### src/rtl/ctrl_pipe_stage.sv
// ctrl_pipe_stage: generic control-bundle pipeline register.
// Carries {valid, ctrl} through STAGES registers with stall (hold), flush
// (bubble insertion into the youngest FLUSH_STAGES stages) and input gating.
// Occupancy is a registered popcount of the stage valid bits.
module ctrl_pipe_stage #(
    parameter int                WIDTH        = 8,
    parameter int                STAGES       = 1,
    parameter int                FLUSH_STAGES = 1,
    parameter logic [WIDTH-1:0]  BUBBLE_VAL   = '0,
    localparam int               OCC_W        = $clog2(STAGES + 1)
) (
    input  logic              clk,
    input  logic              reset,
    input  logic              stall,
    input  logic              flush,
    input  logic              in_valid,
    input  logic [WIDTH-1:0]  in_ctrl,
    output logic              out_valid,
    output logic [WIDTH-1:0]  out_ctrl,
    output logic [OCC_W-1:0]  occupancy
);

    // Stage 0 is the youngest entry, stage STAGES-1 drives the outputs.
    logic [STAGES-1:0]            vld_q, vld_d, src_vld;
    logic [STAGES-1:0][WIDTH-1:0] ctrl_q, ctrl_d, src_ctrl;
    logic [OCC_W-1:0]             occ_q, occ_d;
    logic                         flush_en;

    // A flush with zero flushable stages is a no-op.
    assign flush_en = flush && (FLUSH_STAGES > 0);

    // Advance source for each stage: gated input for stage 0, the older
    // neighbour otherwise. Built in generate so STAGES=1 needs no slicing.
    genvar g;
    generate
        for (g = 0; g < STAGES; g++) begin : g_src
            if (g == 0) begin : g_head
                assign src_vld[g]  = in_valid;
                assign src_ctrl[g] = in_valid ? in_ctrl : BUBBLE_VAL;
            end else begin : g_body
                assign src_vld[g]  = vld_q[g-1];
                assign src_ctrl[g] = ctrl_q[g-1];
            end
        end
    endgenerate

    // Per-stage next state: flush beats stall beats advance; the stage just
    // past the flush window loses its source, so it becomes a bubble unless
    // stalled.
    always_comb begin
        vld_d  = vld_q;
        ctrl_d = ctrl_q;
        occ_d  = '0;
        for (int i = 0; i < STAGES; i++) begin
            if (flush_en && (i < FLUSH_STAGES)) begin
                vld_d[i]  = 1'b0;
                ctrl_d[i] = BUBBLE_VAL;
            end else if (flush_en && (i == FLUSH_STAGES)) begin
                if (!stall) begin
                    vld_d[i]  = 1'b0;
                    ctrl_d[i] = BUBBLE_VAL;
                end
            end else if (!stall) begin
                vld_d[i]  = src_vld[i];
                ctrl_d[i] = src_ctrl[i];
            end
        end
        for (int i = 0; i < STAGES; i++) begin
            occ_d = occ_d + OCC_W'(vld_d[i]);
        end
    end

    // Stage and occupancy registers; synchronous reset empties the pipe.
    always_ff @(posedge clk) begin
        if (reset) begin
            vld_q  <= '0;
            ctrl_q <= {STAGES{BUBBLE_VAL}};
            occ_q  <= '0;
        end else begin
            vld_q  <= vld_d;
            ctrl_q <= ctrl_d;
            occ_q  <= occ_d;
        end
    end

    assign out_valid = vld_q[STAGES-1];
    assign out_ctrl  = ctrl_q[STAGES-1];
    assign occupancy = occ_q;

endmodule
### config.mk
export PLATFORM = sky130hd
export DESIGN_NAME = ctrl_pipe_stage
export DESIGN_NICKNAME = d
export VERILOG_FILES = /design/src/rtl/ctrl_pipe_stage.sv
export SDC_FILE = /design/constraint.sdc
export NUM_CORES = 1
export LEC_CHECK = 0
export CORE_AREA = 2 2 39 41
export DETAILED_ROUTE_END_ITERATION = 6
export DIE_AREA = 0 0 41 43
export GPL_ROUTABILITY_DRIVEN = 0
export HOLD_SLACK_MARGIN = 0.05
export PLACE_DENSITY = 0.71
export SLEW_MARGIN = 20
export SYNTH_ARGS = -nofsm -noshare
export SYNTH_HDL_FRONTEND = slang
export SYNTH_SLANG_ARGS = --single-unit
### constraint.sdc
create_clock -name clk -period 0.8 [get_ports clk]
set_input_delay 0.08 -clock clk [delete_from_list [all_inputs] [get_ports clk]]
set_output_delay 0.08 -clock clk [all_outputs]
set_load 0.02 [all_outputs]
# Yosys cells after proc, flatten, opt, wreduce, memory -nomap -nowiden
# Index checks and enable logic that the tools add are counted.
# Widths: inputs -> output; s select.
dict set report word_totals {
  regBits 9
  in_bits 13
  output_inout_bits 10
  wordCells 4
}
dict set report classes {
  n_mux 1
  reduce_logical 1
}
# operator n
set ops {}
lappend ops {{$mux 8} 1}
lappend ops {{$reduce_or 2->1} 1}

# Longest topological paths before layout
# Gate-level depths: netlist of the first run.
dict set report logic_depth {
  depth_word 1
  ltp_mapped 3
  ltp_nobuf 2
}

# Least setup slack after synthesis of the first run
# No wires, ideal clock.
dict set report synth_timing {
  path_type {reg-to-output}
  from {register occupancy (netlist name)}
  to {output out_valid}
  t_arrival_ns 0.616
  required_ns 0.720
  slack_ns 0.104
  stages_incl_launch_ff 2
  path_buffers 1
  cell_sequence {dfxtp_1 buf_4}
}
# element line_no
set synth_lines {}
lappend synth_lines {{end, declared} 18} ;# output logic out_valid,

==> flow_summary.html, run 1 <==
<table>
<tr><th>Metric</th><th>Value</th></tr>
<tr><th colspan="2">STA</th></tr>
<tr><td>Number of max-slew violations in the final report</td><td>0</td></tr>
<tr><td>Slew @ Worst Pin</td><td>114 ps</td></tr>
<tr><td>Fin crit share</td><td>100%</td></tr>
<tr><td>Maximum achievable frequency</td><td>1.25 GHz</td></tr>
<tr><td>Worst Skew</td><td>0 ps</td></tr>
<tr><td>Unrepaired setup endpoints after global routing</td><td>true</td></tr>
<tr><td>Final setup viols</td><td>0</td></tr>
<tr><td>Worst rel slew slack</td><td>92.2%</td></tr>
<tr><td>Hold Violations, Final</td><td>0</td></tr>
<tr><td>Min Clock Period, post-route</td><td>approximately 800 ps</td></tr>
<tr><th colspan="2">Worst setup path</th></tr>
<tr><td>Kind of cell adding the most delay to the critical path</td><td>flip-flops</td></tr>
<tr><td>Critical Path Source Type</td><td>register</td></tr>
<tr><td>Worst r2r dst</td><td>out_ctrl[5]</td></tr>
<tr><td>Critical-path cell with the highest stage delay</td><td>sky130_fd_sc_hd__dfxtp_2</td></tr>
<tr><td>FF-to-FF Start</td><td>out_ctrl[5]</td></tr>
<tr><td>Req. time, crit path</td><td>720 ps</td></tr>
<tr><td>Arrival time of data at the critical path endpoint</td><td>slightly above 700 ps</td></tr>
<tr><td>Nature of the critical path endpoint</td><td>output port</td></tr>
<tr><td>Reg2Reg Depth</td><td>4</td></tr>
<tr><td>Series of cell instances along the critical path</td><td>buf_4</td></tr>
<tr><td>Minimum setup slack among reg-to-reg paths</td><td>approximately 30 ps</td></tr>
<tr><td>Path type of the worst setup path</td><td>reg2out</td></tr>
<tr><td>Maximum single-stage delay on the critical path</td><td>320 ps</td></tr>
<tr><td>Buffers and inverters on the worst path</td><td>1</td></tr>
<tr><td>Largest fanout on the critical path</td><td>3</td></tr>
<tr><th colspan="2">Detailed routing</th></tr>
<tr><td>Met1 layer wirelength in the final routing</td><td>approximately 430 µm</td></tr>
<tr><td>Vias after detailed routing</td><td>397</td></tr>
<tr><td>Remaining antenna violation count after routing</td><td>0</td></tr>
<tr><td>Detail-routed via count per cell</td><td>4.51</td></tr>
<tr><td>Detailed-route DRC error count</td><td>0</td></tr>
<tr><td>Top metal layer carrying routed signals</td><td>met3</td></tr>
<tr><td>Average wire per cell in the routed design</td><td>roughly 12 µm</td></tr>
<tr><td>Met3 wire length</td><td>slightly below 60 µm</td></tr>
<tr><td>Total routed wirelength</td><td>1.02 mm</td></tr>
<tr><td>Routed length on met2</td><td>529 µm</td></tr>
<tr><td>Pre-Repair DR Iteration Count</td><td>3</td></tr>
<tr><td>Violation count after the first detailed-routing iteration</td><td>3</td></tr>
<tr><th colspan="2">Worst hold path</th></tr>
<tr><td>Worst hold path endpoint</td><td>out_ctrl[3]</td></tr>
<tr><td>Depth of the worst hold-timing path</td><td>4</td></tr>
<tr><td>Critical hold path startpoint</td><td>flush</td></tr>
<tr><td>Hold Path Class</td><td>in2reg</td></tr>
<tr><th colspan="2">Power</th></tr>
<tr><td>Static leakage power</td><td>around 0.31 nW</td></tr>
<tr><td>Power per cell area</td><td>about 1300 nW/µm²</td></tr>
<tr><td>Maximum vdd drop</td><td>0.000832 V</td></tr>
<tr><td>Power after layout</td><td>994 µW</td></tr>
<tr><th colspan="2">Floorplanning</th></tr>
<tr><td>Ports</td><td>23</td></tr>
<tr><td>Die extent in y</td><td>43 µm</td></tr>
<tr><td>Core Region</td><td>about 1400 µm²</td></tr>
<tr><td>Total Die Area</td><td>1760 µm²</td></tr>
<tr><td>Site Rows</td><td>14</td></tr>
<tr><td>Horiz. Die Dim</td><td>41 µm</td></tr>
<tr><td>Starting Density</td><td>a little over a quarter</td></tr>
<tr><th colspan="2">CTS</th></tr>
<tr><td>Number of sinks driven by the clock tree</td><td>9</td></tr>
<tr><td>Clk pin slew, worst setup/hold paths</td><td>60 ps</td></tr>
<tr><td>Number of buffers created by CTS</td><td>3</td></tr>
<tr><td>Clock latency at the later pin of the worst-skew pair</td><td>250 ps</td></tr>
<tr><td>Clock tree from TritonCTS</td><td>yes</td></tr>
<tr><td>Deepest level of the CTS H-tree</td><td>1</td></tr>
<tr><td>Root Buffer</td><td>sky130_fd_sc_hd__clkbuf_4</td></tr>
<tr><td>Cts-stage hold buffer count</td><td>0</td></tr>
<tr><td>Number of buffers on the longest clock path</td><td>2</td></tr>
<tr><th colspan="2">Global routing</th></tr>
<tr><td>Total congestion overflow after global routing</td><td>0</td></tr>
<tr><td>Antenna violations before repair</td><td>0</td></tr>
<tr><td>Via count of the first global-routing pass</td><td>381</td></tr>
<tr><td>Maximum number of pins on one net before global-route repair</td><td>10</td></tr>
<tr><td>First-pass GRT wire length</td><td>1.62 mm</td></tr>
<tr><td>GR Util All Layers</td><td>13.5%</td></tr>
<tr><th colspan="2">Layout</th></tr>
<tr><td>Share of final-layout standard cells stronger than drive strength 1</td><td>54.2%</td></tr>
<tr><td>Signed area change from the synthesized netlist to the final layout</td><td>105%</td></tr>
<tr><td>Number of diodes added for antenna fixing</td><td>0</td></tr>
<tr><td>Final net count</td><td>86</td></tr>
<tr><td>Core occupancy in the finished layout</td><td>53.5%</td></tr>
<tr><th colspan="2">Synth</th></tr>
<tr><td>Mapped Cells</td><td>40</td></tr>
<tr><td>Flip-flop and latch count after synthesis</td><td>9</td></tr>
<tr><td>Number of warnings printed during yosys synthesis</td><td>0</td></tr>
<tr><td>Post-Synthesis Net Count</td><td>between 50 and 60</td></tr>
<tr><td>Number of distinct library cell variants in the gate-level netlist after synthesis</td><td>10</td></tr>
<tr><td>Post-synthesis average cell area</td><td>9.04 µm²</td></tr>
<tr><td>Sequential-to-total area share from yosys stat</td><td>between 40% and 50%</td></tr>
<tr><td>Post-Synthesis Cell Area</td><td>between 300 and 400 µm²</td></tr>
<tr><th colspan="2">Job</th></tr>
<tr><td># Max-Cap Violations</td><td>0</td></tr>
<tr><th colspan="2">Run status</th></tr>
<tr><td>Result of the run</td><td>finished, final reports clean</td></tr>
<tr><th colspan="2">Placed design</th></tr>
<tr><td>Number of port buffers</td><td>22</td></tr>
<tr><td>Post-DP HPWL</td><td>672 µm</td></tr>
</table>
-- state kept, by name, summed over array words and instances (netlist names) --
name       cells
out_ctrl       8
occupancy      1
-- what timing repair did --
item / 4_1_cts / 5_1_grt
setup buffers: 0 / 2
endpoints found under the setup margin: 13 / 18
resized for setup: 64 / 19
pin swaps: 0 / 1
-- per-layer routing --
metal	global-route usage, %	vias to the layer above
li1	-	198
met4	6.00	0
met3	3.66	0
met2	21.6	13
met1	16.1	186
met5	0	-
-- cells in the mapped netlist, drive strengths merged --
library cell	count	share of area, %
nor2	1	1.0
buf	4	8.6
or2	1	1.7
mux2i	1	2.8
nand2	8	8.3
nand3b	8	17
dfxtp	9	50
a21oi	8	11
-- worst max-delay path by stage --
| stage | from | slack (ps) | cells after the start | end |
|---|---|---|---|---|
| 2_1_floorplan | occupancy | 100 | 1 | out_valid |
| 3_3_place_gp | flush | -240 | 4 | out_ctrl[1] |
| 3_5_place_dp | flush | -270 | 4 | out_ctrl[4] |
| 4_1_cts | occupancy | -7 | 1 | out_valid |
| 5_1_grt | occupancy | -40 | 1 | out_valid |
| 6_report | occupancy | 0.3 | 1 | out_valid |
-- layout by cell type, fill, tap and decap left out --
| cell type | count |
|---|---|
| sky130_fd_sc_hd__nor2_1 | 1 |
| sky130_fd_sc_hd__or2_1 | 1 |
| sky130_fd_sc_hd__mux2i_1 | 1 |
| sky130_fd_sc_hd__dfxtp_2 | 9 |
| sky130_fd_sc_hd__nand2_1 | 8 |
| sky130_fd_sc_hd__a21oi_2 | 7 |
| sky130_fd_sc_hd__buf_4 | 7 |
| sky130_fd_sc_hd__clkbuf_1 | 1 |
| sky130_fd_sc_hd__clkdlybuf4s50_1 | 9 |
| sky130_fd_sc_hd__clkbuf_4 | 3 |
| sky130_fd_sc_hd__a21oi_1 | 1 |
| sky130_fd_sc_hd__buf_6 | 13 |
| sky130_fd_sc_hd__nand3b_1 | 8 |
| sky130_fd_sc_hd__dlymetal6s2s_1 | 3 |
-- final cells by class --
type                    count  area (µm²)
well taps                  16        20.0
flip-flops and latches      9         191
repair buffers             32         327
clock buffers               4        26.3
fillers                   135         643
multi-input cells          27         176
-- cells by family (layout without fill, tap and decap cells) --
family                 count (synthesis)  in the layout  synth area share, %
muxes                                  1              1                 2.77
buffers and inverters                  4             36                 8.65
and+or+nand+nor                       18             18                 27.7
DFF                                    9              9                 49.8
AOI/OAI and AO/OA                      8              8                 11.1
-- metrics by stage --
| step | instance area, µm² | TNS (ps) | hold WS, ps | std cells | worst slack, ps |
|---|---|---|---|---|---|
| after global placement | 631 | -4040 | 448 | 82 | -241 |
| after detailed placement | 631 | -4200 | 447 | 82 | -267 |
| after CTS | 666 | -19.2 | 411 | 86 | -7.39 |
| final | 741 | 0 | 245 | 88 | 0.258 |
| after global routing | 741 | -116 | 252 | 88 | -39.2 |
| after floorplan | 362 | 0 | 246 | 40 | 104 |
-- power by group --
part	leakage (nW)	switching [mW]	internal, mW	total [mW]
Combinational	0.222	0.0731	0.118	0.191
Sequential	0.0773	0.00645	0.460	0.466
Clock	0.0150	0.145	0.191	0.337
No activity file was read; power rests on OpenSTA's default activity.
==> inputs of run 2 (changes only) <==
--- a/config.mk
+++ b/config.mk
@@ -11,6 +11,7 @@
 export GPL_ROUTABILITY_DRIVEN = 0
 export HOLD_SLACK_MARGIN = 0.05
 export PLACE_DENSITY = 0.71
+export RECOVER_POWER = 25
 export SLEW_MARGIN = 20
 export SYNTH_ARGS = -nofsm -noshare
 export SYNTH_HDL_FRONTEND = slang
==> flow_summary.html, run 2 (synthesized netlist as in run 1, its figures left out) <==
<table>
<tr><th>Metric</th><th>Value</th></tr>
<tr><th colspan="2">Run status</th></tr>
<tr><td>Result of the run</td><td>finished, final reports clean</td></tr>
<tr><th colspan="2">Layout</th></tr>
<tr><td>Fill cell instance count of the final layout</td><td>135 (unchanged)</td></tr>
<tr><td>Combined area of the multi-input logic cells</td><td>176 µm² (unchanged)</td></tr>
<tr><td>Number of flip-flops under the largest register name</td><td>8 (unchanged)</td></tr>
<tr><td>Final Non-Filler Cells</td><td>88 (unchanged)</td></tr>
<tr><td>Commonest non-fill, non-tap cells in the layout</td><td>sky130_fd_sc_hd__buf_6, sky130_fd_sc_hd__clkdlybuf4s50_1, sky130_fd_sc_hd__dfxtp_2</td></tr>
<tr><td>Commonest non-fill, non-tap cell in the layout</td><td>sky130_fd_sc_hd__buf_6</td></tr>
<tr><td>Signed area change from the synthesized netlist to the final layout</td><td>105% (unchanged)</td></tr>
<tr><td>Number of diodes added for antenna fixing</td><td>0 (unchanged)</td></tr>
<tr><td>Share of final-layout standard cells stronger than drive strength 1</td><td>54.2% (unchanged)</td></tr>
<tr><td>Final net count</td><td>86 (unchanged)</td></tr>
<tr><td>Register area</td><td>191 µm² (unchanged)</td></tr>
<tr><th colspan="2">CTS</th></tr>
<tr><td>Root Buffer</td><td>sky130_fd_sc_hd__clkbuf_4</td></tr>
<tr><td>Number of sinks driven by the clock tree</td><td>9 (unchanged)</td></tr>
<tr><td>Clock tree from TritonCTS</td><td>yes</td></tr>
<tr><td>Clk pin slew, worst setup/hold paths</td><td>60 ps (about the same)</td></tr>
<tr><td>Cts-stage hold buffer count</td><td>0 (unchanged)</td></tr>
<tr><td>Clock latency at the later pin of the worst-skew pair</td><td>250 ps (about the same)</td></tr>
<tr><td>Number of buffers on the longest clock path</td><td>2 (unchanged)</td></tr>
<tr><td>Number of buffers created by CTS</td><td>3 (unchanged)</td></tr>
<tr><td>Deepest level of the CTS H-tree</td><td>1 (unchanged)</td></tr>
<tr><th colspan="2">Detailed routing</th></tr>
<tr><td>Total routed wirelength</td><td>1.01 mm (-0.20%)</td></tr>
<tr><td>Detailed-route DRC error count</td><td>0 (unchanged)</td></tr>
<tr><td>Detail-routed via count per cell</td><td>4.52 (+0.25%)</td></tr>
<tr><td>Remaining antenna violation count after routing</td><td>0 (unchanged)</td></tr>
<tr><td>Vias after detailed routing</td><td>398 (+0.25%)</td></tr>
<tr><td>Average wire per cell in the routed design</td><td>11.5 µm (-0.20%)</td></tr>
<tr><td>Pre-Repair DR Iteration Count</td><td>3 (unchanged)</td></tr>
<tr><td>Violation count after the first detailed-routing iteration</td><td>3 (unchanged)</td></tr>
<tr><th colspan="2">Floorplanning</th></tr>
<tr><td>Site Rows</td><td>14 (unchanged)</td></tr>
<tr><td>Die extent in y</td><td>43 µm (unchanged)</td></tr>
<tr><td>Ports</td><td>23 (unchanged)</td></tr>
<tr><td>Horiz. Die Dim</td><td>41 µm (unchanged)</td></tr>
<tr><td>Starting Density</td><td>26.1% (unchanged)</td></tr>
<tr><td>Core Region</td><td>1380 µm² (unchanged)</td></tr>
<tr><td>Total Die Area</td><td>1760 µm² (unchanged)</td></tr>
<tr><th colspan="2">Power</th></tr>
<tr><td>Fraction of power consumed by combinational cells</td><td>19.2% (about the same)</td></tr>
<tr><td>Fraction of power consumed by sequential logic</td><td>46.9% (about the same)</td></tr>
<tr><td>Switching pwr</td><td>225 µW (about the same)</td></tr>
<tr><td>Power after layout</td><td>994 µW (about the same)</td></tr>
<tr><td>Static leakage power</td><td>0.313 nW (-0.19%)</td></tr>
<tr><td>Internal power</td><td>769 µW (about the same)</td></tr>
<tr><td>Clock power frac</td><td>33.9% (about the same)</td></tr>
<tr><td>Maximum vdd drop</td><td>0.000832 V (about the same)</td></tr>
<tr><td>Power per cell area</td><td>1340 nW/µm² (about the same)</td></tr>
<tr><td>Sw frac</td><td>22.6% (about the same)</td></tr>
<tr><th colspan="2">Placed design</th></tr>
<tr><td>Post-DP HPWL</td><td>672 µm (unchanged)</td></tr>
<tr><td>Number of port buffers</td><td>22 (unchanged)</td></tr>
<tr><td>Cell count after placement</td><td>82 (unchanged)</td></tr>
<tr><td>Setup WS pre-CTS</td><td>-267 ps (unchanged)</td></tr>
<tr><th colspan="2">STA</th></tr>
<tr><td>Fin crit share</td><td>100% (unchanged)</td></tr>
<tr><td>Number of max-slew violations in the final report</td><td>0 (unchanged)</td></tr>
<tr><td>Final setup viols</td><td>0 (unchanged)</td></tr>
<tr><td>Aggregate negative setup slack</td><td>0 ps (unchanged)</td></tr>
<tr><td>Final setup margin</td><td>0.258 ps (unchanged)</td></tr>
<tr><td>Worst Hold Margin</td><td>253 ps (+8.05 ps)</td></tr>
<tr><td>Worst Skew</td><td>0 ps (unchanged)</td></tr>
<tr><td>Min Clock Period, post-route</td><td>800 ps (unchanged)</td></tr>
<tr><td>Hold Violations, Final</td><td>0 (unchanged)</td></tr>
<tr><td>Slew @ Worst Pin</td><td>168 ps (+54.0 ps)</td></tr>
<tr><td>Maximum achievable frequency</td><td>1.25 GHz (unchanged)</td></tr>
<tr><td>Worst rel slew slack</td><td>88.8% (-3.4 points)</td></tr>
<tr><td>Unrepaired setup endpoints after global routing</td><td>true</td></tr>
<tr><th colspan="2">Worst setup path</th></tr>
<tr><td>Largest fanout on the critical path</td><td>3 (unchanged)</td></tr>
<tr><td>Critical Path Source Type</td><td>register</td></tr>
<tr><td>FF-to-FF Start</td><td>out_ctrl[5]</td></tr>
<tr><td>Nature of the critical path endpoint</td><td>output port</td></tr>
<tr><td>Series of cell instances along the critical path</td><td>buf_4</td></tr>
<tr><td>Kind of cell adding the most delay to the critical path</td><td>flip-flops</td></tr>
<tr><td>Minimum setup slack among reg-to-reg paths</td><td>30 ps (about the same)</td></tr>
<tr><td>Maximum single-stage delay on the critical path</td><td>320 ps (about the same)</td></tr>
<tr><td>Critical-path cell with the highest stage delay</td><td>sky130_fd_sc_hd__dfxtp_2</td></tr>
<tr><td>Crit path from</td><td>occupancy</td></tr>
<tr><td>Capturing instance or port of the critical path</td><td>out_valid</td></tr>
<tr><td>Levels on crit path</td><td>1 (unchanged)</td></tr>
<tr><td>Worst r2r dst</td><td>out_ctrl[5]</td></tr>
<tr><td>Reg2Reg Depth</td><td>4 (unchanged)</td></tr>
<tr><td>Buffers and inverters on the worst path</td><td>1 (unchanged)</td></tr>
<tr><td>Req. time, crit path</td><td>720 ps (about the same)</td></tr>
<tr><td>Arrival time of data at the critical path endpoint</td><td>720 ps (about the same)</td></tr>
<tr><td>Path type of the worst setup path</td><td>reg2out</td></tr>
<tr><th colspan="2">Worst hold path</th></tr>
<tr><td>Hold Path Class</td><td>in2reg</td></tr>
<tr><th colspan="2">Global routing</th></tr>
<tr><td>Via count of the first global-routing pass</td><td>381 (unchanged)</td></tr>
<tr><td>Total congestion overflow after global routing</td><td>0 (unchanged)</td></tr>
<tr><td>GR Util All Layers</td><td>13.5% (unchanged)</td></tr>
<tr><td>First-pass GRT wire length</td><td>1.62 mm (unchanged)</td></tr>
<tr><td>Maximum number of pins on one net before global-route repair</td><td>10 (unchanged)</td></tr>
<tr><td>Antenna violations before repair</td><td>0 (unchanged)</td></tr>
<tr><th colspan="2">Job</th></tr>
<tr><td># Max-Cap Violations</td><td>0 (unchanged)</td></tr>
</table>
## run 2: cell counts in the layout (fill, tap and decap cells not counted)
Identical to the previous run, type by type.
## run 2: worst min-delay path by stage
stage                     start  depth (start not counted)  slack [ps]          end
global placement    out_ctrl[1]                          2         450  out_ctrl[1]
global route              stall                          4         250  out_ctrl[2]
finish                    stall                          4         250  out_ctrl[2]
detailed placement  out_ctrl[0]                          2         450  out_ctrl[0]
floorplan            in_ctrl[0]                          2         250  out_ctrl[0]
CTS                  in_ctrl[7]                          3         410  out_ctrl[7]
## run 2: worst reg2reg max path, cell delays in order, from the launching register on
cell and delay (ps):
sky130_fd_sc_hd__dfxtp_2 320, sky130_fd_sc_hd__buf_4 120, sky130_fd_sc_hd__buf_4 110, sky130_fd_sc_hd__nand2_1 60
sky130_fd_sc_hd__a21oi_2 50
## run 2: cell type report
type / instances / area share [%]
tap: 16 / 2.70
timing repair buffer: 32 / 44.1
multi-input combinational: 27 / 23.8
clock buffer: 4 / 3.55
sequential: 9 / 25.8
## run 2: power groups by stage
stage	combinational (mW)	sequential, mW	clock [mW]
after detailed placement	0.168	0.473	0
after global placement	0.166	0.473	0
after floorplan	0.0523	0.485	0
final	0.191	0.466	0.337
after global routing	0.206	0.467	0.370
after CTS	0.171	0.466	0.341
## run 2: per-stage QoR
stage	cell area, µm²	utilization (%)
2_1_floorplan	362	-
3_3_place_gp	631	45.6
3_5_place_dp	631	45.6
4_1_cts	666	48.1
5_1_grt	741	53.5
6_report	741	53.5
## run 2: repair_timing
item	CTS	global route
setup endpoints to repair	13	18
gates cloned	0	0
pin swaps	0	1
gates resized for setup	64	19
setup buffers	0	2
## run 2: routing by layer
layer	GRT usage (%)	vias to the layer above	wire [µm]
li1	-	198	-
met1	16.1	187	426
met2	21.6	13	529
met3	3.66	0	58
met4	6.00	0	0
met5	0	-	0
